**src/rtl/adc_capture_avmm_writer.sv**
```systemverilog
// -----------------------------------------------------------------------------
// adc_capture_avmm_writer
//
// Avalon-MM write master feeding the capture-RAM slave bridge. After an arm
// pulse it waits for a trigger, then takes cfg_length sample words from an
// unthrottled ADC stream. Each word is written to consecutive RAM addresses
// starting at cfg_base (wrapping modulo 2^AW). A small FIFO absorbs
// waitrequest stalls. Samples that arrive while the FIFO is full are dropped.
// Dropped samples still count towards the length, and they set the sticky
// overflow flag.
//
// Ports
//   clk, reset_n        clock, asynchronous active-low reset
//   arm, abort          one-cycle control pulses
//   trigger             level; starts the capture while armed
//   cfg_base/length     first word address / number of words (0..2^AW)
//   s_valid, s_data     sample stream, no backpressure
//   m_*                 Avalon-MM master (write only; m_read tied 0)
//   busy, done          status (busy also covers the abort flush)
//   overflow            sticky: at least one sample was dropped
//   words_written       writes accepted in the current capture
// -----------------------------------------------------------------------------
module adc_capture_avmm_writer #(
  parameter int AW = 12,
  parameter int DW = 32,
  parameter int FD = 4
) (
  input  logic          clk,
  input  logic          reset_n,
  input  logic          arm,
  input  logic          abort,
  input  logic          trigger,
  input  logic [AW-1:0] cfg_base,
  input  logic [AW:0]   cfg_length,
  input  logic          s_valid,
  input  logic [DW-1:0] s_data,
  output logic [AW-1:0] m_address,
  output logic          m_write,
  output logic [DW-1:0] m_writedata,
  output logic          m_read,
  input  logic          m_waitrequest,
  output logic          busy,
  output logic          done,
  output logic          overflow,
  output logic [AW:0]   words_written
);

  localparam int PW = $clog2(FD);
  localparam int CW = PW + 1;

  // S_ABORT holds a stalled write until it is accepted, then flushes the FIFO.
  typedef enum logic [2:0] {
    S_IDLE, S_ARMED, S_CAPTURE, S_DRAIN, S_DONE, S_ABORT
  } state_e;

  state_e state_q, state_d;

  logic [DW-1:0] mem_q [FD];
  logic [PW-1:0] wr_ptr_q, wr_ptr_d, rd_ptr_q, rd_ptr_d;
  logic [CW-1:0] count_q, count_d;
  logic [AW-1:0] base_q, base_d;
  logic [AW:0]   len_q, len_d;
  logic [AW:0]   accepted_q, accepted_d;
  logic [AW:0]   dropped_q, dropped_d;
  logic [AW:0]   written_q, written_d;
  logic          overflow_q, overflow_d;

  logic fifo_empty, fifo_full, pop, take, push, drop;
  logic arm_fire, abort_fire, in_window, flush;

  // ---------------------------------------------------------------------------
  // Control strobes
  // ---------------------------------------------------------------------------
  assign fifo_empty = (count_q == '0);
  assign fifo_full  = (count_q == CW'(FD));
  assign pop        = ~fifo_empty & ~m_waitrequest;
  assign abort_fire = abort & ((state_q == S_ARMED) | (state_q == S_CAPTURE));
  assign arm_fire   = arm & ~abort & ((state_q == S_IDLE) | (state_q == S_DONE));

  // Samples are taken from the trigger cycle onward, until the length is met.
  assign in_window = ((state_q == S_CAPTURE) | ((state_q == S_ARMED) & trigger))
                     & ~abort_fire & (accepted_q < len_q);
  assign take = s_valid & in_window;
  // A full FIFO still accepts a push when the head pops in the same cycle.
  assign push = take & (~fifo_full | pop);
  assign drop = take & ~push;

  // The FIFO is flushed when an abort finds no stalled write. It is also
  // flushed once the stalled write that was held through the abort completes.
  assign flush = (abort_fire & ~(~fifo_empty & m_waitrequest))
               | ((state_q == S_ABORT) & (pop | fifo_empty));

  // ---------------------------------------------------------------------------
  // Datapath next-state
  // ---------------------------------------------------------------------------
  always_comb begin
    // NOTE: every variable gets a default before the branches; a path that
    // leaves one unassigned would infer a latch.
    wr_ptr_d   = wr_ptr_q;
    rd_ptr_d   = rd_ptr_q;
    count_d    = count_q;
    base_d     = base_q;
    len_d      = len_q;
    accepted_d = accepted_q + (AW+1)'(take);
    dropped_d  = dropped_q + (AW+1)'(drop);
    written_d  = written_q + (AW+1)'(pop);
    overflow_d = overflow_q | drop;

    if (flush) begin
      wr_ptr_d = '0;
      rd_ptr_d = '0;
      count_d  = '0;
    end else begin
      if (push) wr_ptr_d = wr_ptr_q + 1'b1;
      if (pop)  rd_ptr_d = rd_ptr_q + 1'b1;
      count_d = count_q + CW'(push) - CW'(pop);
    end

    if (arm_fire) begin
      base_d     = cfg_base;
      len_d      = cfg_length;
      accepted_d = '0;
      dropped_d  = '0;
      written_d  = '0;
      overflow_d = 1'b0;
    end
  end

  always_ff @(posedge clk or negedge reset_n) begin
    if (!reset_n) begin
      wr_ptr_q   <= '0;
      rd_ptr_q   <= '0;
      count_q    <= '0;
      base_q     <= '0;
      len_q      <= '0;
      accepted_q <= '0;
      dropped_q  <= '0;
      written_q  <= '0;
      overflow_q <= 1'b0;
    end else begin
      wr_ptr_q   <= wr_ptr_d;
      rd_ptr_q   <= rd_ptr_d;
      count_q    <= count_d;
      base_q     <= base_d;
      len_q      <= len_d;
      accepted_q <= accepted_d;
      dropped_q  <= dropped_d;
      written_q  <= written_d;
      overflow_q <= overflow_d;
    end
  end

  // NOTE: the FIFO storage has no reset; validity is tracked by count_q, and
  // the head is masked to zero while the FIFO is empty.
  always_ff @(posedge clk) begin
    if (push) mem_q[wr_ptr_q] <= s_data;
  end

  // ---------------------------------------------------------------------------
  // FSM: state register / next state / outputs
  // ---------------------------------------------------------------------------
  always_ff @(posedge clk or negedge reset_n) begin
    // NOTE: sequential state uses non-blocking assignments, so every register
    // samples values from before the edge.
    if (!reset_n) state_q <= S_IDLE;
    else          state_q <= state_d;
  end

  always_comb begin
    state_d = state_q;
    unique case (state_q)
      S_IDLE, S_DONE: begin
        if (arm_fire) state_d = (cfg_length == '0) ? S_DONE : S_ARMED;
      end
      S_ARMED: begin
        if (abort_fire)   state_d = flush ? S_IDLE : S_ABORT;
        else if (trigger) state_d = (accepted_d == len_q) ? S_DRAIN : S_CAPTURE;
      end
      S_CAPTURE: begin
        if (abort_fire)                 state_d = flush ? S_IDLE : S_ABORT;
        else if (accepted_d == len_q)   state_d = S_DRAIN;
      end
      S_DRAIN: begin
        if ((count_d == '0) && ((written_d + dropped_d) == len_q)) state_d = S_DONE;
      end
      S_ABORT: begin
        if (flush) state_d = S_IDLE;
      end
      default: state_d = S_IDLE;
    endcase
  end

  always_comb begin
    busy          = (state_q == S_ARMED) | (state_q == S_CAPTURE)
                  | (state_q == S_DRAIN) | (state_q == S_ABORT);
    done          = (state_q == S_DONE);
    m_write       = ~fifo_empty;
    m_writedata   = fifo_empty ? '0 : mem_q[rd_ptr_q];
    m_address     = base_q + written_q[AW-1:0];
    m_read        = 1'b0;
    overflow      = overflow_q;
    words_written = written_q;
  end

endmodule

```
**config.mk**
```make
export PLATFORM = sky130hd
export DESIGN_NAME = adc_capture_avmm_writer
export DESIGN_NICKNAME = d
export VERILOG_FILES = /design/src/rtl/adc_capture_avmm_writer.sv
export SDC_FILE = /design/constraint.sdc
export NUM_CORES = 1
export LEC_CHECK = 0
export ABC_CLOCK_PERIOD_IN_PS = 12600
export CAP_MARGIN = 20
export CORE_UTILIZATION = 45
export DETAILED_ROUTE_END_ITERATION = 6
export HOLD_SLACK_MARGIN = 0.12
export MAX_ROUTING_LAYER = met4
export PLACE_DENSITY = 0.67
export SLEW_MARGIN = 20
export SYNTH_ARGS = -nofsm -noshare
export SYNTH_HDL_FRONTEND = slang
export SYNTH_SLANG_ARGS = --single-unit
export TNS_END_PERCENT = 30
```
**constraint.sdc**
```tcl
create_clock -name clk -period 12.6 [get_ports clk]
set_clock_uncertainty 0.1 [all_clocks]
set_input_delay 2.52 -clock clk [delete_from_list [all_inputs] [get_ports clk]]
set_output_delay 2.52 -clock clk [all_outputs]
set_load 0.05 [all_outputs]
```
==> results list, run 1 <==
- The run finished, with violations left.
- Violations in the final reports: design-rule violations
- TNS Setup: 0 ns
* Width of the chip: 152 µm
- Of all nets on the critical path, the largest fanout is 8.
- Max clock buf depth: 3
- The pre-antenna-repair detailed-routing pass consisted of 7 iterations.
- The max-slew violation total from the final report came to 0.
* Final RePlAce weighted congestion: 0.844
- Maximum capacitance violations: 0
* FF-to-FF End: state_q[1]$_DFFE_PN0P_
* CTS H-tree lvls: 1
- Worst path slowest cell: sky130_fd_sc_hd__nor4_1
* Area share of the leading cell type in the synthesized netlist: 0.380
- Post-cts resize count: 0
* Clock slew at reported path FFs: 0.06 ns
- Setup repair after global routing left no endpoint under its margin.
* Aggregate global-route resource usage: 0.201
- Sum of overflow across all layers after global routing: 0
- Data on the critical path arrives at its endpoint at 7.45 ns.
* Least-Margin Pin Slew: 0.970 ns
- The finished cells cover 12300 µm².
* Number of flip-flops and latches in the synthesized netlist: 203
- For this run, design rule violations remaining after detail routing come to 16.
- After synthesis, the share of flip-flops with an asynchronous set or reset is 0.369.
- The synthesized design spends more area on one cell type than any other, namely sky130_fd_sc_hd__edfxtp_1.
- For the worst-skew pair, the clock arrives at the later sink with an insertion delay of 0.51 ns.
* Reg-to-reg setup timing slack: 6.62 ns
- For this block, the via count after detailed routing is 6562.
- The average instance in the mapped netlist occupies 12.5 µm².
- Counting every net in the synthesized netlist gives 920.
* Cell count after synthesis: 806
- Area overhead of the layout relative to synthesis: 22.1%
* Antenna violation net count after detailed routing: 0
- 0 antenna diodes ended up in the layout.
- By area the synthesized netlist is led by sky130_fd_sc_hd__edfxtp_1 38%, sky130_fd_sc_hd__dfrtp_1 19%, sky130_fd_sc_hd__mux4_2 7.1%, sky130_fd_sc_hd__ha_1 5.8%, sky130_fd_sc_hd__xnor2_1 3.2%.
- Hold Path End: base_q[2]$_DFFE_PN0P_
* Count of different cell masters after synthesis: 67
- In this run, CTS created clock tree buffers numbering 23.
* Cells on worst reg2reg path: 22
* Largest stage delay on the critical path: 0.75 ns
- Endpoints failing setup: 0
* Hold buffer count at cts: 0
- Largest net degree at the start of global routing: 76
- In the final layout, the share of cells above drive strength 1 is 0.0947.
- After layout, the design draws a total of 2.35 mW.
* Final cycle utilization of the critical path: 0.572
- The signal on the critical path passes through clkdlybuf4s50_1, nor2_1, nor4bb_1, o211ai_1, nor2_1, ha_1, and3_1, nand4_1, xor2_1, nor2_1, ha_1, or3_1, o22ai_1, a21oi_1, a211oi_2, xnor3_1, nor4_1, o32ai_1.
- First-pass GRT wire length: 35700 µm
- At the end of the flow, the number of nets in the layout was 1050.
- CTS tree: built
- Hold_ws: 0.377 ns
- Final period demand of the worst path: 7.20 ns
- The die covers 23100 µm².
- Crit. End Element: register
- The placed instances occupy a cell area of 11700 µm².
- The number of antenna violations at the first check in global routing is 0.
- In this run, the number of DRC markers left after iteration 0 of detailed routing was 343.
- Count of buffers from port buffering: 124
- WHS Path Cells: 2
* Endpoints failing hold: 0
* Worst vdd ir: 0.214 mV
- Measured against its own limit, the worst slew margin works out to 0.353.
- STA classifies the critical path startpoint as a primary input.
- In this run the standard cell core region covers 22000 µm².
* CTS Sinks: 203
* Synth warn: 0
- Source of the worst hold timing path: base_q[2]$_DFFE_PN0P_
- Clock tree root driver cell: sky130_fd_sc_hd__clkbuf_16
- Required time at the worst-slack endpoint: 12.84 ns
- Number of placed I/O pins: 126
- The most numerous cell type found on the critical path is sky130_fd_sc_hd__nor2_1.
* Min-Delay Path Class: register to register
* Leakage power summed over all cells: 4.96 nW
- Initial core utilization: 0.461
- For this run, the register share of the synthesized area comes to 0.566.
- Via count of the first global-routing pass: 6649
- Synth Flop Type: sky130_fd_sc_hd__edfxtp_1
* Leading cell type by number of instances after synthesis: sky130_fd_sc_hd__edfxtp_1
* Routed wire length: 21900 µm
- Highest clock rate: 0.139 GHz
- Power Density: 190 nW/µm²
- Number of flops mapped to enable cells by yosys: 128
* Post-detailed-route via-to-cell ratio: 5.33
- Startpoint-to-endpoint class of the critical path: primary input to register
- Core Rows: 54
- Dpl hpwl: 14900 µm
* Launch instance of the worst register-to-register path: len_q[1]$_DFFE_PN0P_
* Synth cell count leaders: 128 x sky130_fd_sc_hd__edfxtp_1, 77 x sky130_fd_sc_hd__nand2_1, 75 x sky130_fd_sc_hd__dfrtp_1, 54 x sky130_fd_sc_hd__nor2_1, 47 x sky130_fd_sc_hd__ha_1
- Routed length per instance: 17.8 µm
- Mapped cell area: 10100 µm²
* Post-CTS Setup Inserts: 0
- Die Height: 152 µm
sequential cells by signal, indices dropped and copies added (netlist names), 2 cells and up:
signal and cells:
base_q 12, wr_ptr_q 2, state_q 3, words_written 13, len_q 13, mem_q 128, accepted_q 13, rd_ptr_q 2
count_q 3, dropped_q 13
cell families (layout without fill, tap and decap cells):
group | Yosys count | after routing | synth area share
buffers and inverters | 71 | 215 | 0.0281
AO/OA/AOI/OAI | 123 | 123 | 0.0798
adder cells (fa/ha/maj) | 50 | 50 | 0.0641
XOR/XNOR | 65 | 65 | 0.0584
flip-flops | 203 | 203 | 0.566
other | 1 | 1 | 0.000371
AND/OR/NAND/NOR | 256 | 256 | 0.127
multiplexers | 37 | 37 | 0.0763
worst max-delay path, delay by kind of cell:
| family | cells | cell delay (ns) |
|---|---|---|
| AOI/OAI and AO/OA | 5 | 1.07 |
| and+or+nand+nor | 8 | 2.35 |
| adders and majority gates | 2 | 0.50 |
| xor gates and xnor gates | 2 | 0.49 |
| buffers and inverters | 1 | 0.53 |
final cells by class:
type                            count  area [µm²]
Clock inverter                      8        77.6
Fill cell                        1819        9610
Inverter                           44         165
Clock buffer                       31         616
Timing Repair Buffer              132        1300
Multi-Input combinational cell    532        4120
Tap cell                          280         350
Sequential cell                   203        5720
placed cells by master (no fill, tap or decap), drive strengths merged, types with 3 or more instances in the layout:
cell type / n
a21o: 9
ha: 47
o22ai: 3
dfrtp: 75
nor2b: 11
o221ai: 3
a21oi: 28
o21a: 6
xor2: 26
clkinv: 6
nor3: 9
nor2: 54
and3: 6
buf: 9
o21bai: 4
or3: 9
nand3: 15
nand2: 77
nor4: 8
xnor2: 38
nand2b: 5
edfxtp: 128
a211oi: 6
o21ai: 38
o31ai: 4
o211ai: 4
nand4: 12
mux4: 32
clkdlybuf4s50: 123
o311ai: 3
mux2i: 4
inv: 45
and2: 39
fa: 3
clkbuf: 31
layer usage:
layer / wire length, µm / GRT usage / share of wire
met1: 9660 / 0.258 / 0.44
met2: 10700 / 0.330 / 0.49
met3: 1340 / 0.0448 / 0.061
met4: 274 / 0.0413 / 0.012
met5: 0 / - / 0
how the worst max path moves through the flow:
stage / startpoint / end / slack [ns] / cells past startpoint
2_1_floorplan: abort / state_q[1]$_DFFE_PN0P_ / 6.45 / 17
3_3_place_gp: abort / state_q[1]$_DFFE_PN0P_ / 5.06 / 18
3_5_place_dp: abort / state_q[1]$_DFFE_PN0P_ / 4.94 / 18
4_1_cts: abort / state_q[1]$_DFFE_PN0P_ / 5.45 / 18
5_1_grt: abort / state_q[1]$_DFFE_PN0P_ / 5.04 / 18
6_report: abort / state_q[1]$_DFFE_PN0P_ / 5.40 / 18
power by group:
part           internal (mW)  switching (mW)
logic                  0.371           0.584
registers              0.730          0.0450
clock network          0.363           0.258
total                   1.46           0.887
metrics by stage:
step,util,setup slack (ns),instances
2_1_floorplan,-,6.45,806
3_3_place_gp,0.531,5.06,1191
3_5_place_dp,0.531,4.94,1191
4_1_cts,0.562,5.45,1230
5_1_grt,0.562,5.04,1230
6_report,0.562,5.40,1230
Note: power is estimated with default switching activity, not from simulation.
==> run 2: changes to the inputs <==
ABC_CLOCK_PERIOD_IN_PS = 6920   (was 12600)
clock period = 6.92 ns   (was 12.6 ns; I/O delays follow)
==> run 2 against run 1 <==
Net effect:
- the run still ends with design-rule violations left
- largest power group unchanged
- clock power is 98% higher
- combinational power increased by 84%
- wire length increased by 0.81%
- sequential cell count unchanged
- non-clock buffer count grew 1
- die area unchanged
- register-to-register slack lost 5.2 ns
- core utilization increased by 0.43 points
- setup slack worse by 4.1 ns
- design area is 0.76% higher
- via count increased by 1.9%
- critical path type unchanged
- power increased by 87%
==> results list, run 2 (synthesized netlist as in run 1, its figures left out) <==
* Pre-antenna DRT Iters: 7
* TNS Setup: 0 ns
- Leakage power summed over all cells: 5.00 nW
- Across the VDD grid, the largest voltage drop is 0.343 mV.
* Via count of the first global-routing pass: 6825
- CTS built an H-tree with a depth of 1.
- The number of antenna violations at the first check in global routing is 1.
- Once layout is complete, the utilization of the core stands at 0.567.
- CTS Sinks: 203
- Number of violations reported at the end of detailed-routing iteration 0: 342
- Core Rows: 54
- The number of endpoints with negative hold slack in the final report came to 0.
- Maximum capacitance violations: 0
- Width of the chip: 152 µm
* Dpl hpwl: 15000 µm
- Final RePlAce weighted congestion: 0.833
- Sum of overflow across all layers after global routing: 0
- Worst relative slew slack: 0.344
- Aggregate global-route resource usage: 0.204
- In the layout the commonest cells are 128 x sky130_fd_sc_hd__edfxtp_1, 123 x sky130_fd_sc_hd__clkdlybuf4s50_1, 77 x sky130_fd_sc_hd__nand2_1.
* Hold buffer count at cts: 0
- Counting cells, the worst reg-to-reg path comes to 23.
- Buffers placed on the I/O ports in this run total 124.
- Reg with most FFs: mem_q
- Clock slew at reported path FFs: 0.06 ns
- Post-detailed-route via-to-cell ratio: 5.42
- Clock tree root driver cell: sky130_fd_sc_hd__clkbuf_16
* Endpoints failing setup: 0
- Overall via count from detail_route: 6688
- Launch instance of the worst register-to-register path: len_q[1]$_DFFE_PN0P_
- Number of placed I/O pins: 126
- Number of flip-flops under the largest register name: 128
- For the finished layout, the period the worst path requires is 5.61 ns.
- The worst setup path is captured at a register.
* CTS tree: built
- The count of nets left with antenna violations once routing finished came out at 0.
- Entering global routing, the biggest net connects 76 pins.
- Die Height: 152 µm
* Post-detailed-route DRC marker count: 16
* Area of the core: 22000 µm²
- The worst hold path begins at base_q[2]$_DFFE_PN0P_.
* Result of the run: finished with violations
- Worst endpoint data arrival time: 5.89 ns
- The final layout contains 1051 nets.
- Leaving out filler cells and counting taps, the final layout contains 1235.
- The checks that failed: design-rule violations.
* Max-slew violation count: 0
- Initial core utilization: 0.461
- Highest clock rate: 0.178 GHz
- Routed wire length: 22100 µm
- Fill cell total of the finished layout: 1808
- The endpoint identified for the worst register-to-register timing path is state_q[1]$_DFFE_PN0P_.
- The tightest min-delay check is of the register to register type.
- Leaving out fill and tap cells, the most frequent cell in the layout is sky130_fd_sc_hd__edfxtp_1.
- In this run the deepest clock path goes through 3 buffers.
- Setup repair after global routing missed its margin: no
- The worst setup path is launched from a primary input.
- Clock insertion delay at the later pin of the skew report: 0.51 ns
- Hold Path End: base_q[2]$_DFFE_PN0P_
- Power Density: 352 nW/µm²
- Final cycle utilization of the critical path: 0.810
* Area enclosed by the die boundary: 23100 µm²
* Startpoint-to-endpoint class of the critical path: primary input to register
* Share of layout cells above drive strength 1: 0.0996
* First-pass GRT wire length: 36400 µm
- Least-Margin Pin Slew: 0.984 ns
- The number of clock buffers added by TritonCTS is 23.
* Area overhead of the layout relative to synthesis: 23.0%
* Reg-to-reg setup timing slack: 1.44 ns
- Post-CTS Setup Inserts: 0
- Post-CTS repair changed the size of 0 cells.
- Including well taps, the total number of placed cells is 1192.
- At the worst endpoint, the required time is 7.20 ns.
- Highest fanout seen on the critical path: 8
- The worst hold path passes through 2 cells.
- Routed length per instance: 17.9 µm
-- run 2: per-stage QoR --
step                hold slack, ns  setup WS [ns]  power, mW  area [µm²]
finish                       0.377           1.31       4.39       12400
global route                 0.418          0.920       4.57       12400
CTS                          0.382           1.31       4.44       12400
detailed placement           0.367          0.810       3.19       11700
global placement             0.364          0.911       3.19       11700
floorplan                    0.350           1.91       2.62       10100
-- run 2: final cells by class --
| type | instances | area, µm² | area share |
|---|---|---|---|
| inverters | 44 | 165 | 0.0133 |
| clock inverters | 11 | 141 | 0.0114 |
| flip-flops and latches | 203 | 5720 | 0.460 |
| well taps | 280 | 350 | 0.0282 |
| diodes | 1 | 2.50 | 0.000201 |
| clock buffers | 31 | 636 | 0.0511 |
| repair buffers | 133 | 1310 | 0.105 |
| multi-input cells | 532 | 4120 | 0.331 |
-- run 2: worst max-delay path by stage --
stage | startpoint | to | slack [ns] | cells after the start
detailed placement | abort | state_q[0]$_DFFE_PN0P_ | 0.81 | 19
finish | abort | state_q[1]$_DFFE_PN0P_ | 1.31 | 19
global placement | abort | state_q[0]$_DFFE_PN0P_ | 0.91 | 19
CTS | abort | state_q[1]$_DFFE_PN0P_ | 1.31 | 19
global route | abort | state_q[0]$_DFFE_PN0P_ | 0.92 | 19
floorplan | abort | state_q[1]$_DFFE_PN0P_ | 1.91 | 17
-- run 2: per-layer routing --
layer	vias to the layer above	global-route usage	routed length, µm
met5	-	-	0
met4	0	0.0520	426
met3	31	0.0476	1370
met2	146	0.330	10400
met1	3311	0.261	9900
li1	3200	-	-
-- run 2: where the power goes --
group          switching [mW]  total [mW]  internal [mW]
clock                   0.475        1.23          0.758
sequential             0.0605        1.39           1.33
combinational            1.09        1.76          0.676
total                    1.62        4.39           2.76
-- run 2: critical path, cell delays in order --
cell	delay [ns]
sky130_fd_sc_hd__clkdlybuf4s50_1	0.54
sky130_fd_sc_hd__nor2_1	0.17
sky130_fd_sc_hd__nor4bb_1	0.38
sky130_fd_sc_hd__o211ai_1	0.20
sky130_fd_sc_hd__nor2_1	0.25
sky130_fd_sc_hd__ha_1	0.24
sky130_fd_sc_hd__and3_1	0.24
sky130_fd_sc_hd__nand3_1	0.11
sky130_fd_sc_hd__xor2_1	0.14
sky130_fd_sc_hd__nor2_1	0.07
sky130_fd_sc_hd__ha_1	0.30
sky130_fd_sc_hd__or3_1	0.36
sky130_fd_sc_hd__o22ai_1	0.28
sky130_fd_sc_hd__a21oi_1	0.13
sky130_fd_sc_hd__a211oi_2	0.24
sky130_fd_sc_hd__xnor3_1	0.33
sky130_fd_sc_hd__nor4_1	0.24
sky130_fd_sc_hd__buf_4	0.19
sky130_fd_sc_hd__o32ai_1	0.09
